[src/rtl/median_pkg.sv]
// Shared definitions for the median filter pipeline and its border mask stage.
// The packed stream layout matches the tx_* bundle of the 5x5 median stage.
package median_pkg;

  localparam int PIX_W  = 8;
  localparam int CNT_W_DEF  = 12;
  localparam int BORDER_DEF = 2;
  localparam logic [3*PIX_W-1:0] FILL_RGB_DEF = 24'h000000;

  // 27-bit video word {dv, vs, hs, r, g, b}
  typedef struct packed {
    logic             dv;
    logic             vs;
    logic             hs;
    logic [PIX_W-1:0] r;
    logic [PIX_W-1:0] g;
    logic [PIX_W-1:0] b;
  } stream_t;

endpackage

[src/rtl/video_pos_counter.sv]
// Pixel position tracking and per-frame active-size measurement.
// Optional build macro MEDIAN_BORDER_STATS_EN adds frame/error counters.
// pos_x/pos_y describe the pixel presented this cycle; a frame-start edge
// forces them to zero so that pixel becomes the origin of the new frame.
module video_pos_counter
  import median_pkg::*;
#(
  parameter int BORDER = BORDER_DEF,
  parameter int CNT_W  = CNT_W_DEF,
  parameter bit VS_POL = 1'b1
) (
  input  logic             clk,
  input  logic             rst,
  input  logic             in_dv,
  input  logic             in_vs,
  output logic [CNT_W-1:0] pos_x,
  output logic [CNT_W-1:0] pos_y,
  output logic [CNT_W-1:0] act_width,
  output logic [CNT_W-1:0] act_height,
  output logic             meas_valid
`ifdef MEDIAN_BORDER_STATS_EN
  ,
  output logic [15:0]      frame_cnt,
  output logic [15:0]      err_cnt
`endif
);

  localparam logic [CNT_W-1:0] MIN_SIZE = CNT_W'(2 * BORDER + 1);

  logic [CNT_W-1:0] x_reg, y_reg, line_len_reg, first_len_reg;
  logic [CNT_W-1:0] act_width_reg, act_height_reg;
  logic             mismatch_reg, chk_reg, skip_reg, partial_reg;
  logic             meas_valid_reg, dv_prev_reg, vs_prev_reg;

  logic             vs_edge, dv_fall, mismatch_now, size_ok;
  logic [CNT_W-1:0] x_inc, y_inc;

  assign vs_edge = (in_vs == VS_POL) && !vs_prev_reg;
  assign dv_fall = !in_dv && dv_prev_reg;
  // A line-length check can still be pending one cycle after the line end.
  assign mismatch_now = mismatch_reg || (chk_reg && (line_len_reg != first_len_reg));
  assign size_ok = (y_reg >= MIN_SIZE) && (first_len_reg >= MIN_SIZE);
  assign x_inc = (x_reg == '1) ? x_reg : x_reg + 1'b1;
  assign y_inc = (y_reg == '1) ? y_reg : y_reg + 1'b1;

  assign pos_x      = vs_edge ? '0 : x_reg;
  assign pos_y      = vs_edge ? '0 : y_reg;
  assign act_width  = act_width_reg;
  assign act_height = act_height_reg;
  assign meas_valid = meas_valid_reg;

  // Position counters, line bookkeeping and frame-start measurement latch.
  always_ff @(posedge clk) begin
    if (rst) begin
      x_reg          <= '0;
      y_reg          <= '0;
      line_len_reg   <= '0;
      first_len_reg  <= '0;
      act_width_reg  <= '0;
      act_height_reg <= '0;
      mismatch_reg   <= 1'b0;
      chk_reg        <= 1'b0;
      skip_reg       <= 1'b0;
      partial_reg    <= 1'b1;
      meas_valid_reg <= 1'b0;
      dv_prev_reg    <= 1'b0;
      vs_prev_reg    <= 1'b0;
    end else begin
      dv_prev_reg <= in_dv;
      vs_prev_reg <= (in_vs == VS_POL);
      if (vs_edge) begin
        if (y_reg != '0) begin
          act_height_reg <= y_reg;
          act_width_reg  <= first_len_reg;
        end
        meas_valid_reg <= !partial_reg && !mismatch_now && size_ok;
        y_reg          <= '0;
        first_len_reg  <= '0;
        mismatch_reg   <= 1'b0;
        chk_reg        <= 1'b0;
        partial_reg    <= 1'b0;
        x_reg          <= {{(CNT_W-1){1'b0}}, in_dv};
        // A line already running when vs hits is truncated and never counted.
        skip_reg       <= in_dv && dv_prev_reg;
      end else if (dv_fall) begin
        x_reg        <= '0;
        skip_reg     <= 1'b0;
        mismatch_reg <= mismatch_now;
        chk_reg      <= !skip_reg && (y_reg != '0);
        if (!skip_reg) begin
          line_len_reg <= x_reg;
          y_reg        <= y_inc;
          if (y_reg == '0) first_len_reg <= x_reg;
        end
      end else begin
        if (in_dv) x_reg <= x_inc;
        mismatch_reg <= mismatch_now;
        chk_reg      <= 1'b0;
      end
    end
  end

`ifdef MEDIAN_BORDER_STATS_EN
  logic [15:0] frame_cnt_reg, err_cnt_reg;

  assign frame_cnt = frame_cnt_reg;
  assign err_cnt   = err_cnt_reg;

  // Count frames and frames whose measurement failed consistency or size checks.
  always_ff @(posedge clk) begin
    if (rst) begin
      frame_cnt_reg <= '0;
      err_cnt_reg   <= '0;
    end else if (vs_edge) begin
      frame_cnt_reg <= frame_cnt_reg + 16'd1;
      if (mismatch_now || !size_ok) err_cnt_reg <= err_cnt_reg + 16'd1;
    end
  end
`endif

endmodule

[src/rtl/median_border_mask.sv]
// Border mask after the 5x5 median stage: replaces the BORDER-wide frame edge
// with a fill colour and registers the whole stream by one clock.
// Optional build macro MEDIAN_BORDER_STATS_EN adds frame_cnt/err_cnt outputs.
module median_border_mask
  import median_pkg::*;
#(
  parameter int                  BORDER   = BORDER_DEF,
  parameter int                  CNT_W    = CNT_W_DEF,
  parameter logic [3*PIX_W-1:0]  FILL_RGB = FILL_RGB_DEF,
  parameter bit                  VS_POL   = 1'b1
) (
  input  logic             clk,
  input  logic             rst,
  input  logic             in_dv,
  input  logic             in_hs,
  input  logic             in_vs,
  input  logic [7:0]       in_red,
  input  logic [7:0]       in_green,
  input  logic [7:0]       in_blue,
  input  logic             bypass,
  output logic             out_dv,
  output logic             out_hs,
  output logic             out_vs,
  output logic [7:0]       out_red,
  output logic [7:0]       out_green,
  output logic [7:0]       out_blue,
  output logic [CNT_W-1:0] act_width,
  output logic [CNT_W-1:0] act_height,
  output logic             meas_valid
`ifdef MEDIAN_BORDER_STATS_EN
  ,
  output logic [15:0]      frame_cnt,
  output logic [15:0]      err_cnt
`endif
);

  localparam logic [CNT_W-1:0] BORDER_V = CNT_W'(BORDER);

  logic [CNT_W-1:0] pos_x, pos_y;
  logic             mask_lt, mask_rb, fill_en;
  stream_t          in_s, out_next, out_reg;

  video_pos_counter #(
    .BORDER (BORDER),
    .CNT_W  (CNT_W),
    .VS_POL (VS_POL)
  ) u_pos (
    .clk        (clk),
    .rst        (rst),
    .in_dv      (in_dv),
    .in_vs      (in_vs),
    .pos_x      (pos_x),
    .pos_y      (pos_y),
    .act_width  (act_width),
    .act_height (act_height),
    .meas_valid (meas_valid)
`ifdef MEDIAN_BORDER_STATS_EN
    ,
    .frame_cnt  (frame_cnt),
    .err_cnt    (err_cnt)
`endif
  );

  // Left/top edges are always known; right/bottom rely on last frame's size,
  // which is only trusted (and large enough to subtract from) when meas_valid.
  assign mask_lt = (pos_x < BORDER_V) || (pos_y < BORDER_V);
  assign mask_rb = meas_valid &&
                   ((pos_x >= act_width - BORDER_V) || (pos_y >= act_height - BORDER_V));
  assign fill_en = in_dv && (mask_lt || mask_rb) && !bypass;

  assign in_s     = {in_dv, in_vs, in_hs, in_red, in_green, in_blue};
  assign out_next = fill_en ? {in_dv, in_vs, in_hs, FILL_RGB} : in_s;

  // Single output register stage; sync bits only ever pass through.
  always_ff @(posedge clk) begin
    if (rst) out_reg <= '0;
    else     out_reg <= out_next;
  end

  assign out_dv    = out_reg.dv;
  assign out_hs    = out_reg.hs;
  assign out_vs    = out_reg.vs;
  assign out_red   = out_reg.r;
  assign out_green = out_reg.g;
  assign out_blue  = out_reg.b;

endmodule

[config.mk]
export PLATFORM = sky130hd
export DESIGN_NAME = median_border_mask
export DESIGN_NICKNAME = d
export VERILOG_FILES = /design/src/rtl/median_pkg.sv /design/src/rtl/video_pos_counter.sv /design/src/rtl/median_border_mask.sv
export SDC_FILE = /design/constraint.sdc
export NUM_CORES = 1
export LEC_CHECK = 0
export CAP_MARGIN = 20
export CORE_MARGIN = 8
export CORE_UTILIZATION = 55
export DETAILED_ROUTE_END_ITERATION = 12
export GPL_ROUTABILITY_DRIVEN = 0
export PLACE_DENSITY = 0.9
export SYNTH_ARGS = -nofsm -noshare
export SYNTH_HDL_FRONTEND = slang
export SYNTH_SLANG_ARGS = --single-unit
[constraint.sdc]
create_clock -name clk -period 3.3 [get_ports clk]
set_clock_uncertainty 0.15 [all_clocks]
set_input_delay 0.825 -clock clk [delete_from_list [all_inputs] [get_ports clk]]
set_output_delay 0.825 -clock clk [all_outputs]
set_load 0.01 [all_outputs]
==> impl_metrics.ini, run 1 <==
[yosys]
synth_top_family_by_area = simple AND/OR/NAND/NOR gates
synth_area_um2 = 5829
synth_compound_area_share_pct = 12.77
synth.net_count = 754
avgSynthCellArea_um2 = 8.400
synth-xor-area-share_pct = 7.062
synth_warnings = 0
ys_types = 59
synthAdderAreaFrac_pct = 6.439
synth-simple-area-share_pct = 28.74
ys_seq_area_share_pct = 35.72
syn_inst = 694
muxShareOfSynthArea_pct = 3.949
yosys_register_bits = 104

[setup_path]
cp.required_ns = 3.42
end_kind = flip-flop
critPathMaxFanout = 24
cp-start-kind = flip-flop
path_buf_inv = 1
slowest_stage = nor4_1
cp.arrival_ns = 3.08
max_stage_delay_ns = 0.49
criticalPathCategory = reg -> reg
worst_path_dominant_cell_family = simple AND/OR/NAND/NOR gates
crit_chain = nor4_1 > nand2_1 > nor4_1 > xnor2_1 > ha_1 > and4_1 > nor3b_2 > buf_12 > a21oi_1 > o2111ai_1 > nand2_1

[floorplan]
ios = 82
dieArea_um2 = 14150
dieWidth_um = 119.0
start_util_pct = 56.47
core_area_um2 = 10320
fp.dieH_um = 119.0
num_rows = 37

[timing]
setup_violations = 0
finalCritPeriodShare_pct = 89.54
period_minus_slack_ns = 2.955
setup_tns_ns = 0
hold_viol = 0
timing.fmax_mhz = 338.4
slew_violations = 0
layout_setup_ws_ns = 0.3453
fin_hold_ws_ns = 0.3123
tightest_slew_ns = 0.9976
max_slew_margin_pct = 32.94
rsz0062_at_grt = false

[clock_network]
cts.sinks = 104
cts.clk_slew.worst_paths_ns = 0.10
cts.path.max_buffers = 2
htree_levels = 3
cts_tree = built
cts_resized = 0
worstSkewPairLatency_ns = 0.37
hold_buffers = 0
post_cts_buffers = 0
cts_root_buf = clkbuf_8
numCtsBuffers = 9

[global_route]
grt_overflow = 0
grt_max_degree = 45
antenna_found_initial = 0
grt_pass1_wl_um = 24600
grt_usage_pct = 20.55
grt_pass1_vias = 5053

[pwr]
ir_worst_vdd_mv = 0.1810
leakage_nw = 2.725
power-per-cell-area_nw_per_um2 = 338.8

[route]
drc = 0
wl_per_cell_um = 16.47
via_per_inst = 5.875
dr.pass1.iters = 5
drt-initial-drc-count = 483
vias = 5270
ant_nets = 0
routed_wl_um = 14770

[job]
cap_violations = 0

[final_layout]
synthToLayoutAreaGrowth_pct = 19.08
drive_above_1_share_pct = 7.096
post-route-util_pct = 67.24
final_net_count = 816
fillers = 718
num_antenna_cells = 0

[status]
status = completed

[placement]
hpwl_um = 10570
place_ws_ns = -0.04190
port_buffers = 81

[worst_hold_path]
hp-class = reg -> reg
[layer usage]
metal	up-vias	part of all wire, %	track usage, %
met1	2472	43	25.92
met5	-	0	0
met3	31	7.7	4.157
li1	2536	-	-
met4	0	2.3	7.589
met2	231	47	34.02
[cells in the final DEF (no fill, tap or decap), drive strengths merged, types with 5 or more instances in the layout]
master	count
dfxtp	104
nand2	87
clkdlybuf4s50	80
nor2	72
a21oi	59
nand2b	53
xnor2	30
ha	30
o2111ai	25
mux2i	23
nand3	20
nor3	20
and2	19
buf	18
xor2	17
nor4	15
inv	15
o21ai	12
clkbuf	10
nand4	10
nor2b	5
[report_power, final]
part           switching, W  internal (W)
clock              0.000470      0.000383
sequential        0.0000118       0.00128
combinational      0.000103      0.000108
total              0.000585       0.00177
[final timing paths]
check | startpoint | end | slack [ns] | cells after the start
worst max-delay path | u_pos.act_width[3] | out_blue[6] | 0.35 | 11
worst min register to register | u_pos.partial_reg | u_pos.partial_reg | 0.31 | 1
worst max register to register | u_pos.act_width[3] | out_blue[6] | 0.35 | 11
worst min-delay path | u_pos.partial_reg | u_pos.partial_reg | 0.31 | 1
[worst register-to-register path, cell delays in order, from the launching register on]
cell and delay, ns:
dfxtp_1 0.39, nor4_1 0.49, nand2_1 0.14, nor4_1 0.27, xnor2_1 0.14, ha_1 0.30
and4_1 0.21, nor3b_2 0.25, buf_12 0.20, a21oi_1 0.11, o2111ai_1 0.12, nand2_1 0.08
[final cells by class]
cell class / instances / area [µm²] / share of cell area (%)
repair buffers: 98 / 996.0 / 14.35
clock buffers: 10 / 137.6 / 1.983
well taps: 136 / 170.2 / 2.451
multi-input cells: 531 / 3437 / 49.51
flip-flops and latches: 104 / 2082 / 29.99
inverters: 12 / 45.04 / 0.6489
clock inverters: 6 / 73.82 / 1.063
[synthesized netlist by cell type, drive strengths merged]
master | instances | share of area [%]
nor4 | 15 | 1.8
xnor2 | 30 | 4.5
a221o | 1 | 0.17
nor3 | 20 | 1.8
and2 | 19 | 2.1
nor3b | 4 | 0.79
ha | 30 | 6.4
or3 | 3 | 0.41
mux2i | 23 | 3.9
o21ai | 12 | 1.0
a31oi | 2 | 0.47
a2bb2oi | 1 | 0.15
or2 | 2 | 0.21
nor2 | 72 | 4.9
and3 | 2 | 0.32
and2b | 1 | 0.13
o31a | 1 | 0.15
a21o | 1 | 0.13
xor2 | 17 | 2.6
inv | 12 | 0.77
and4 | 4 | 0.60
nor4b | 2 | 0.41
nand4 | 10 | 1.4
nor2b | 5 | 0.54
a21oi | 59 | 5.1
o211ai | 1 | 0.13
clkbuf | 23 | 1.6
o22ai | 1 | 0.11
nand3 | 20 | 1.8
a2111o | 1 | 0.19
nand2b | 53 | 5.7
buf | 24 | 2.9
nand3b | 2 | 0.26
dfxtp | 104 | 36
nand2 | 87 | 5.6
o2111ai | 25 | 3.8
o41ai | 2 | 0.94
a211oi | 3 | 0.47
[logic make-up (layout without fill, tap and decap cells)]
kind of cell	Yosys count	in the layout
xor gates and xnor gates	47	47
adders and majority gates	30	30
buffers and inverters	59	126
AOI/OAI and AO/OA	110	110
muxes	23	23
DFF	104	104
and+or+nand+nor	321	321
[through the flow]
stage	power, W	std cells	area [µm²]
finish	0.002352	897	6942
global route	0.002446	897	6942
CTS	0.002365	897	6942
detailed placement	0.001526	881	6730
global placement	0.001521	881	6730
floorplan	0.001424	694	5829
Power figures use the tool's default switching activity.
==> inputs of run 2 (changes only) <==
--- a/config.mk
+++ b/config.mk
@@ -8,9 +8,11 @@
 export CAP_MARGIN = 20
 export CORE_MARGIN = 8
 export CORE_UTILIZATION = 55
+export CTS_CLUSTER_DIAMETER = 100
 export DETAILED_ROUTE_END_ITERATION = 12
 export GPL_ROUTABILITY_DRIVEN = 0
 export PLACE_DENSITY = 0.9
+export SETUP_SLACK_MARGIN = 0.4
 export SYNTH_ARGS = -nofsm -noshare
 export SYNTH_HDL_FRONTEND = slang
 export SYNTH_SLANG_ARGS = --single-unit
==> run 2 against run 1 <==
Net effect: die area stayed put; worst setup slack better by 0.11 ns; critical path depth increased by 1; non-clock buffer count grew 5; sequential share of layout area is 0.75 points lower; first-iteration DRC count rose by 22%; global-route usage is 1.8 points higher; design area rose by 2.8%; worst hold slack improved by 0.014 ns; final cell count increased by 0.56%; total power grew 0.60%; critical endpoint is now out_green[5]; largest power group unchanged; highest routed layer unchanged.
==> impl_metrics.ini, run 2 (synthesized netlist as in run 1, its figures left out) <==
[status]
status = completed

[setup_path]
rr_worst_depth = 12
timing.rr.end = out_green[5]
critPathMaxFanout = 14
cp.arrival_ns = 3.02
timing.rr.start = u_pos.act_width[1]
criticalPathCategory = in -> reg
end_kind = flip-flop
cp.required_ns = 3.48
cp-start-kind = input port
rrSetupSlack_ns = 0.47

[route]
via_per_inst = 6.019
dr.pass1.iters = 5
ant_nets = 0
drc = 0
vias = 5429
wl_per_cell_um = 18.14
routed_wl_um = 16360
drt-initial-drc-count = 590

[floorplan]
dieWidth_um = 119.0
num_rows = 37
core_area_um2 = 10320
start_util_pct = 56.47
ios = 82
dieArea_um2 = 14150
fp.dieH_um = 119.0

[clock_network]
numCtsBuffers = 9
hold_buffers = 0
worstSkewPairLatency_ns = 0.38
cts.clk_slew.worst_paths_ns = 0.11
cts_root_buf = clkbuf_8
cts_tree = built
cts.path.max_buffers = 2
cts.sinks = 104
htree_levels = 3

[final_layout]
num_antenna_cells = 0
final_net_count = 821
synthToLayoutAreaGrowth_pct = 22.41
drive_above_1_share_pct = 9.530
mostFrequentLayoutCell = dfxtp_1
layout.cells.most_common_list = dfxtp_1 (100), nand2_1 (85), clkdlybuf4s50_1 (79)

[timing]
timing.fmax_mhz = 351.7
finalCritPeriodShare_pct = 86.16
rsz0062_at_grt = false
max_slew_margin_pct = 28.31
fin_hold_ws_ns = 0.3265
setup_violations = 0
slew_violations = 0
period_minus_slack_ns = 2.843
tightest_slew_ns = 1.066
hold_viol = 0

[global_route]
grt_usage_pct = 22.34
grt_max_degree = 48
grt_overflow = 0
antenna_found_initial = 0
grt_pass1_vias = 5348
grt_pass1_wl_um = 26630

[pwr]
ir_worst_vdd_mv = 0.2264
leakage_nw = 2.820
power-per-cell-area_nw_per_um2 = 331.6
p_total_w = 0.002366

[placement]
hpwl_um = 11000
port_buffers = 81

[job]
cap_violations = 0

[worst_hold_path]
hp-class = reg -> reg
hp-start = u_pos.line_len_reg[2]
min_delay_path_depth = 2
worst_hold_path.endpoint = u_pos.line_len_reg[2]
## run 2: final cells by class
type	count	area, µm²
well taps	136	170.2
repair buffers	103	1099
clock buffers	10	137.6
inverters	12	45.04
flip-flops and latches	104	2087
fillers	741	3188
clock inverters	6	73.82
multi-input cells	531	3523
## run 2: how the worst max path moves through the flow
stage	from	endpoint	slack (ns)	cells past startpoint
floorplan	in_vs	out_blue[0]	0.41	11
global placement	in_vs	out_green[4]	0.06	11
detailed placement	in_vs	out_green[5]	-0.13	11
CTS	u_pos.act_width[3]	out_blue[2]	0.41	12
global route	u_pos.act_width[1]	out_green[3]	0.36	12
finish	in_vs	out_green[5]	0.46	12
## run 2: where the power goes
part,switching (W),internal (W)
combinational,0.000108,0.000110
sequential,0.0000128,0.00128
clock,0.000476,0.000383
## run 2: critical path: stages
cell and delay, ns:
dlygate4sd2_1 0.28, nand2b_4 0.11, buf_12 0.14, nand2_1 0.07
ha_1 0.28, nand2b_1 0.15, a2111o_1 0.44, a31oi_4 0.21
buf_4 0.15, buf_12 0.12, o2111ai_1 0.14, nand2_1 0.11
## run 2: stage by stage
stage | instances | setup slack, ns | area, µm² | util, % | TNS (ns)
detailed placement | 880 | -0.1323 | 6710 | 65.00 | -2.213
global route | 902 | 0.3634 | 7136 | 69.12 | 0
floorplan | 694 | 0.4090 | 5842 | - | 0
global placement | 880 | 0.06129 | 6710 | 65.00 | 0
CTS | 902 | 0.4119 | 7076 | 68.54 | 0
finish | 902 | 0.4567 | 7136 | 69.12 | 0
## run 2: per-layer routing
metal | wire length, µm | GRT usage [%]
met1 | 6717 | 26.39
met2 | 7763 | 37.58
met3 | 1388 | 5.574
met4 | 493 | 10.12
met5 | 0 | 0
## run 2: repair_timing
| item | in CTS | in global routing |
|---|---|---|
| pin swaps | 5 | 3 |
| gates resized for setup | 5 | 13 |
| hold endpoints to repair | 0 | 0 |
| setup buffers | 2 | 0 |
| setup endpoints to repair | 24 | 24 |
| cloned | 4 | 0 |
==> inputs of run 3 (changes only) <==
--- a/config.mk
+++ b/config.mk
@@ -6,9 +6,7 @@
 export NUM_CORES = 1
 export LEC_CHECK = 0
 export CAP_MARGIN = 20
-export CORE_MARGIN = 8
 export CORE_UTILIZATION = 55
-export CTS_CLUSTER_DIAMETER = 100
 export DETAILED_ROUTE_END_ITERATION = 12
 export GPL_ROUTABILITY_DRIVEN = 0
 export PLACE_DENSITY = 0.9
==> constraint.sdc (replaced) <==
create_clock -name clk -period 3 [get_ports clk]
set_clock_uncertainty 0.15 [all_clocks]
set_input_delay 0.75 -clock clk [delete_from_list [all_inputs] [get_ports clk]]
set_output_delay 0.75 -clock clk [all_outputs]
set_load 0.01 [all_outputs]
==> run 3 against run 2 <==
Net effect: sequential power grew 10%; non-clock buffer count grew 5; flip-flop and latch count is the same; highest routed layer unchanged; count of clock-buffer cells in the layout grew 1; combinational power grew 10%.
==> impl_metrics.ini, run 3 (synthesized netlist as in run 1, its figures left out) <==
[placement]
place_ws_ns = -0.2161
hpwl_um = 10410
port_buffers = 81

[global_route]
antenna_found_initial = 0
grt_overflow = 0
grt_pass1_vias = 5063
grt_usage_pct = 27.50
grt_pass1_wl_um = 24290
grt_max_degree = 34

[final_layout]
synthToLayoutAreaGrowth_pct = 23.91
mostFrequentLayoutCell = dfxtp_1
final_net_count = 827
num_antenna_cells = 0
drive_above_1_share_pct = 11.79
layout.cells.most_common_list = dfxtp_1 (102), nand2_1 (84), clkdlybuf4s50_1 (79)

[setup_path]
cp.required_ns = 3.12
startpoint = u_pos.act_width[6]
rrSetupSlack_ns = 0.19
criticalPathCategory = reg -> reg
cp.arrival_ns = 2.93
timing.rr.start = u_pos.act_width[6]
cp-start-kind = flip-flop
end_kind = flip-flop
critPathMaxFanout = 6

[route]
wl_per_cell_um = 17.41
via_per_inst = 6.010
routed_wl_um = 15810
drc = 0
ant_nets = 0
drt-initial-drc-count = 501
vias = 5457
dr.pass1.iters = 5

[timing]
timing.fmax_mhz = 356.0
setup_violations = 0
slew_violations = 0
layout_setup_ws_ns = 0.1913
max_slew_margin_pct = 62.45
finalCritPeriodShare_pct = 93.62
setup_tns_ns = 0
hold_viol = 0
period_minus_slack_ns = 2.809
tightest_slew_ns = 0.5614
fin_hold_ws_ns = 0.3236
rsz0062_at_grt = true

[floorplan]
fp.dieH_um = 105.0
core_area_um2 = 10280
dieWidth_um = 105.0
start_util_pct = 56.72
num_rows = 37
dieArea_um2 = 11010
ios = 82

[worst_hold_path]
hp-class = reg -> reg
hp-start = u_pos.line_len_reg[4]

[clock_network]
cts.clk_slew.worst_paths_ns = 0.10
cts_tree = built
cts_root_buf = clkbuf_8
cts.sinks = 104
numCtsBuffers = 9
worstSkewPairLatency_ns = 0.39
htree_levels = 3
cts.path.max_buffers = 2
hold_buffers = 0

[pwr]
power-per-cell-area_nw_per_um2 = 359.2
ir_worst_vdd_mv = 0.2527
leakage_nw = 2.843

[status]
status = completed

[job]
cap_violations = 0
## run 3: cell count changes in the layout (fill, tap and decap cells not counted), sizes merged
cell,change
bufbuf,-3
inv,-2
buf,+6
clkbuf,+3
clkinvlp,-1
nand2b,+1
clkinv,+2
## run 3: per-stage QoR
step / total power [W] / cell area (µm²) / instances / util [%]
5_1_grt: 0.002678 / 7223 / 908 / 70.28
4_1_cts: 0.002601 / 7103 / 905 / 69.11
3_5_place_dp: 0.001681 / 6823 / 888 / 66.39
2_1_floorplan: 0.001573 / 5916 / 694 / -
6_report: 0.002595 / 7223 / 908 / 70.28
3_3_place_gp: 0.001672 / 6823 / 888 / 66.39
## run 3: per-layer routing
| metal | vias up | share of wire [%] | global-route usage [%] |
|---|---|---|---|
| li1 | 2542 | - | - |
| met1 | 2582 | 40 | 33.53 |
| met2 | 292 | 49 | 47.49 |
| met3 | 41 | 7.8 | 5.427 |
| met4 | 0 | 2.5 | 10.87 |
| met5 | - | 0 | 0 |
## run 3: repair_timing
action,4_1_cts,5_1_grt
gates resized for setup,12,16
setup buffers,0,1
gates cloned,1,2
pin swaps,1,3
setup endpoints to repair,24,24
## run 3: power by group
| part | switching [W] | internal [W] | total (W) |
|---|---|---|---|
| Combinational | 0.000119 | 0.000120 | 0.000240 |
| Clock | 0.000500 | 0.000437 | 0.000937 |
| Sequential | 0.0000150 | 0.00140 | 0.00142 |
| Total | 0.000634 | 0.00196 | 0.00259 |
## run 3: area by class of cell
type                       count  area, µm²
multi-input combinational    532       3597
fill                         719       3054
sequential                   104       2087
timing repair buffer         108       1109
tap                          136      170.2
clock buffer                  11      151.4
clock inverter                 5      63.81
inverter                      12      45.04
## run 3: critical path: stages (launching register included)
cell and delay [ns]:
dfxtp_4 0.38, nor4_4 0.41, nand2_2 0.15, nor4_4 0.20
xnor2_2 0.12, ha_1 0.31, and4_4 0.22, nor3b_4 0.18
buf_6 0.16, clkbuf_16 0.15, a21oi_2 0.05, o2111ai_1 0.11
nand2_1 0.10
## run 3: final timing paths
kind / cells past startpoint / endpoint
setup / recovery: 12 / out_blue[4]
hold / removal: 2 / u_pos.line_len_reg[4]
setup reg to reg: 12 / out_blue[4]
hold reg to reg: 2 / u_pos.line_len_reg[4]
==> patch 1, RTL diff (flow settings as in run 1) <==
Change the package constant `CNT_W_DEF` from 12 to 18.
--- a/src/rtl/median_pkg.sv
+++ b/src/rtl/median_pkg.sv
@@ -3,7 +3,7 @@
 package median_pkg;
 
   localparam int PIX_W  = 8;
-  localparam int CNT_W_DEF  = 12;
+  localparam int CNT_W_DEF  = 18;
   localparam int BORDER_DEF = 2;
   localparam logic [3*PIX_W-1:0] FILL_RGB_DEF = 24'h000000;
 
Interface: changed (resized act_height and act_width); port bits go from 82 to 94. The function was not compared with the original's and may differ.
==> patch 1 against run 1 <==
The flow now finishes with violations (setup timing). Cell area up 38%. Routed wire length up 46%. Highest routed layer unchanged. Setup slack worse by 820 ps. Final cell count up 31%. Total power up 60%. Worst hold slack worse by 3.2 ps. Non-clock buffer count up 49. Area after synthesis up 29%. Sequential cell count up 36.
==> patch 1: results (changes against run 1) <==
Setup WS post-layout=-472 ps (was 345 ps); Gate Count Post-Synth=877 (was 694); list of most frequent post-synthesis cells=dfxtp_1 (140), nor2_1 (116), nand2_1 (92), mux2i_1 (55) (was dfxtp_1 (104), nand2_1 (87), nor2_1 (69), a21oi_1 (59), nand2b_1 (53)); Fill cells=917 (was 718); Leak Pwr=0.00416 uW (was 0.00272 uW); number of diodes=0 (unchanged); Worst IR Drop VDD=0.000387 V (was 0.000181 V); DP Cell Count=1139 (was 881); worst skew pair latency=430 ps (was 370 ps); HP Start=u_pos.partial_reg (unchanged); Max FO, Critical Path=6 (was 24); total CTS buffers=17 (was 9); synth top area cells=dfxtp_1 (37%), mux2i_1 (7.3%), ha_1 (7.0%) (was dfxtp_1 (36%), ha_1 (6.4%), nand2b_1 (5.7%)); # setup viols final=24 (was 0); wirelength, routed=21500 um (was 14800 um); DR iter-0 viols=626 (was 483); Clock Tree Buf Depth=2 (unchanged); Cell Area, Placed=8840 sq um (was 6730 sq um); post-DP HPWL=14600 um (was 10600 um); post-synthesis async set-or-reset flop share=0% (unchanged); first-pass GRT wire length=33800 um (was 24600 um); FF-to-FF Start=u_pos.act_height[1] (was u_pos.act_width[3]); Max transition margin=55.4% (was 32.9%); H-Tree Depth=4 (was 3); wire per inst=18.3 um (was 16.5 um); Total GRT Usage=23.3% (was 20.6%); Worst Hold End=u_pos.partial_reg (unchanged); layout cell share with drive strength beyond 1=12.2% (was 7.10%); DR pass1 iterations=5 (unchanged); Mapped Nets=949 (was 754); Worst R2R Path Depth=15 (was 11); largest net degree at the start of global routing=32 (was 45); status=finished, violations left (was completed); root buffer cell=clkbuf_16 (was clkbuf_8); vias in the first global route=6867 (was 5053); Worst EP arrival=3940 ps (was 3080 ps); routed vias=7074 (was 5270); failing checks=setup timing; post-synthesis sequential area ratio=37.3% (was 35.7%); port bufs=93 (was 81); Nets=1061 (was 816); CTS clk-pin slew, worst paths=60 ps (was 100 ps)
==> patch 1: changes by cell type in the layout (fill, tap and decap cells not counted), moves of 24 or more <==
cell,before,now
inv_1,12,36
dfxtp_1,104,138
nand2b_1,53,4
mux2i_1,23,55
o2111ai_1,25,0
nor2_1,69,116
buf_4,12,46
==> patch 1: worst max path at each step <==
stage	end	cells after the start
6_report	out_blue[6]	15
5_1_grt	out_blue[6]	13
4_1_cts	out_red[1]	13
3_5_place_dp	out_red[1]	11
3_3_place_gp	out_green[4]	10
2_1_floorplan	out_green[1]	13
==> patch 1: repair_timing <==
action,CTS,global route
setup buffers,0,4
gates cloned,0,3
gates resized for setup,0,17
endpoints found under the setup margin,24,24
pin swaps,0,2
==> patch 1: cell type report <==
| type | instances | area share (%) |
|---|---|---|
| flip-flops and latches | 140 | 29.3 |
| clock buffers | 20 | 4.77 |
| clock inverters | 9 | 1.02 |
| inverters | 38 | 1.52 |
| repair buffers | 147 | 14.8 |
| multi-input cells | 645 | 46.3 |
| well taps | 176 | 2.30 |
==> patch 1: critical path: stages (launching register included) <==
cell and delay, ps:
dfxtp_4 360, inv_4 60, ha_4 120, or3b_4 370, or3_4 360, or4_4 480
nor4_4 160, xnor2_1 90, ha_1 350, a21oi_2 160, o21ai_2 90, a221oi_4 310
buf_6 160, buf_6 120, nand2_1 70, o32ai_1 260
==> patch 1: per-stage QoR <==
step	setup WS [ps]	util [%]	hold slack (ps)	setup TNS [ps]	power [uW]
2_1_floorplan	-265	-	277	-5190	1870
3_3_place_gp	-294	66.5	287	-6790	1970
3_5_place_dp	-417	66.5	296	-9460	1980
4_1_cts	-420	70.7	309	-9710	3780
5_1_grt	-645	72.0	316	-14110	3890
6_report	-472	72.0	309	-10510	3770
==> patch 1: logic make-up after synthesis <==
logic type / synth area share, %
simple gates: 23.7
xor+xnor: 7.69
flops: 37.3
mux: 7.47
fa+ha+maj: 6.99
compound gates: 11.4
buf+inv: 5.53
==> patch 1: where the power goes <==
| group | internal, uW | switching, uW |
|---|---|---|
| clock network | 1130 | 693 |
| logic | 108 | 121 |
| registers | 1710 | 11.4 |
| total | 2950 | 826 |
==> patch 1: metal layers <==
| layer | GRT usage (%) | routed length, um | share of wire (%) |
|---|---|---|---|
| met3 | 5.90 | 1910 | 8.9 |
| met2 | 36.6 | 10100 | 47 |
| met5 | 0 | 0 | 0 |
| met4 | 13.1 | 683 | 3.2 |
| met1 | 28.6 | 8860 | 41 |
==> patch 2, RTL diff (config.mk and constraints of run 1) <==
Without the edit above. Add an input register stage for `in_green`, with the module's reset; this delays it by one clock. The other inputs are not delayed to match.
--- a/src/rtl/median_border_mask.sv
+++ b/src/rtl/median_border_mask.sv
@@ -36,6 +36,16 @@
 
   localparam logic [CNT_W-1:0] BORDER_V = CNT_W'(BORDER);
 
+  logic [7:0] in_green_q;
+
+  always_ff @(posedge clk) begin
+    if (rst) begin
+      in_green_q <= '0;
+    end else begin
+      in_green_q <= in_green;
+    end
+  end
+
   logic [CNT_W-1:0] pos_x, pos_y;
   logic             mask_lt, mask_rb, fill_en;
   stream_t          in_s, out_next, out_reg;
@@ -68,7 +78,7 @@
                    ((pos_x >= act_width - BORDER_V) || (pos_y >= act_height - BORDER_V));
   assign fill_en = in_dv && (mask_lt || mask_rb) && !bypass;
 
-  assign in_s     = {in_dv, in_vs, in_hs, in_red, in_green, in_blue};
+  assign in_s     = {in_dv, in_vs, in_hs, in_red, in_green_q, in_blue};
   assign out_next = fill_en ? {in_dv, in_vs, in_hs, FILL_RGB} : in_s;
 
   // Single output register stage; sync bits only ever pass through.
Formal check against the unedited RTL: not equivalent (Yosys sat finds a counterexample within 4 cycles, from zero or initial values and one cycle with rst high).
==> patch 2 against run 1 <==
Sequential power up 8%. Routed wire length fell by 0.28%. Sequential cell count up 8. Total power increased by 1.5%. Setup slack got worse by 130 ps. Cell area decreased by 0.59%. Area after synthesis fell by 0.90%. Core utilization decreased by 0.099 points. Critical path type unchanged.
==> patch 2: results (changes against run 1) <==
list of most frequent post-synthesis cells=dfxtp_1 (112), nand2_1 (88), nor2_1 (67), a21oi_1 (35), nand4_1 (35) (was dfxtp_1 (104), nand2_1 (87), nor2_1 (69), a21oi_1 (59), nand2b_1 (53)); synth top area cells=dfxtp_1 (39%), ha_1 (6.5%), nand2_1 (5.7%) (was dfxtp_1 (36%), ha_1 (6.4%), nand2b_1 (5.7%)); antenna violations before repair=0 (unchanged); HP Class=reg2reg (unchanged); Worst EP arrival=3240 ps (was 3080 ps); vias in the first global route=5101 (was 5053); DR iter-0 viols=642 (was 483); H-Tree Depth=3 (unchanged); count of different cell masters after synthesis=52 (was 59); hold depth=2 (was 1); Compound-Gate Fraction of Synth Area=9.85% (was 12.8%); root buffer cell=clkbuf_8 (unchanged); DR pass1 iterations=5 (unchanged); xor and xnor fraction of the mapped netlist area=7.13% (was 7.06%); wirelength, routed=14700 um (was 14800 um); final cell count without fillers=889 (was 897); Adder-Cell Fraction of Synth Area=6.50% (was 6.44%); Clock Tree Buf Depth=2 (unchanged); CTS clk-pin slew, worst paths=110 ps; layout cell share with drive strength beyond 1=8.76% (was 7.10%); status=completed (unchanged); Cell Area, Placed=6710 sq um (was 6730 sq um); Total GRT Usage=20.9% (was 20.6%); Via density=5.87 (was 5.88); Mapped Nets=742 (was 754); mean post-synth cell area=8.47 sq um (was 8.40 sq um); DP Cell Count=873 (was 881); setup bufs post-CTS=0 (unchanged); largest net degree at the start of global routing=32 (was 45); DP Worst Slack=-66.6 ps (was -41.9 ps); number of diodes=0 (unchanged); first-pass GRT wire length=24900 um (was 24600 um); Nets=808 (was 816); mux cell area share after synthesis=3.64% (was 3.95%); post-synthesis sequential area ratio=38.8% (was 35.7%); Leak Pwr=0.00271 uW (was 0.00272 uW); post-synthesis async set-or-reset flop share=0% (unchanged); post-DP HPWL=10700 um (was 10600 um); Synth warnings=0 (unchanged); worst skew pair latency=380 ps; Max transition margin=57.1% (was 32.9%); Worst IR Drop VDD=0.000213 V (was 0.000181 V); Fill cells=763 (was 718)
patch 2: changes by cell type after synthesis, sizes merged, moves of 8 or more:
| cell | delta |
|---|---|
| nand2b | -49 |
| nand4 | +25 |
| a21oi | -24 |
| o2111ai | -24 |
| o21ai | +22 |
| and2b | +17 |
| nor2b | +14 |
| dfxtp | +8 |
| xnor2 | -8 |
| xor2 | +8 |
patch 2: report_power, final:
group | total [uW] | switching, uW | internal, uW | leakage (uW)
logic | 204 | 98.9 | 105 | 0.00170
registers | 1390 | 12.0 | 1380 | 0.000910
clock network | 796 | 501 | 296 | 0.0000964
total | 2390 | 612 | 1780 | 0.00271
patch 2: final timing paths:
check                   startpoint                    end  slack, ps
max             u_pos.act_width[5]            out_blue[7]        220
min          u_pos.line_len_reg[5]  u_pos.line_len_reg[5]        330
max reg2reg     u_pos.act_width[5]            out_blue[7]        220
min reg2reg  u_pos.line_len_reg[5]  u_pos.line_len_reg[5]        330
patch 2: final cells by class:
cell class | count | area (sq um) | share of cell area (%)
well taps | 136 | 170 | 2.47
inverters | 11 | 41.3 | 0.598
multi-input cells | 514 | 3260 | 47.3
clock buffers | 10 | 128 | 1.85
repair buffers | 100 | 998 | 14.5
clock inverters | 6 | 60.1 | 0.870
flip-flops and latches | 112 | 2240 | 32.5
patch 2: metal layers:
metal	global-route usage (%)	vias up	wire, um
met5	0	-	0
met3	3.57	36	1060
met4	9.33	0	407
li1	-	2481	-
met2	34.8	250	7010
met1	26.0	2452	6260
patch 2: worst max-delay path, cell delays in order (launching register included):
cell and delay, ps:
dfxtp_1 370, or3_1 360, or3b_1 460, nor2_2 170, xnor2_1 130, ha_1 270, a211oi_1 240, o211ai_1 110
a31oi_1 160, o2111ai_1 140, buf_4 250, o21ai_0 180
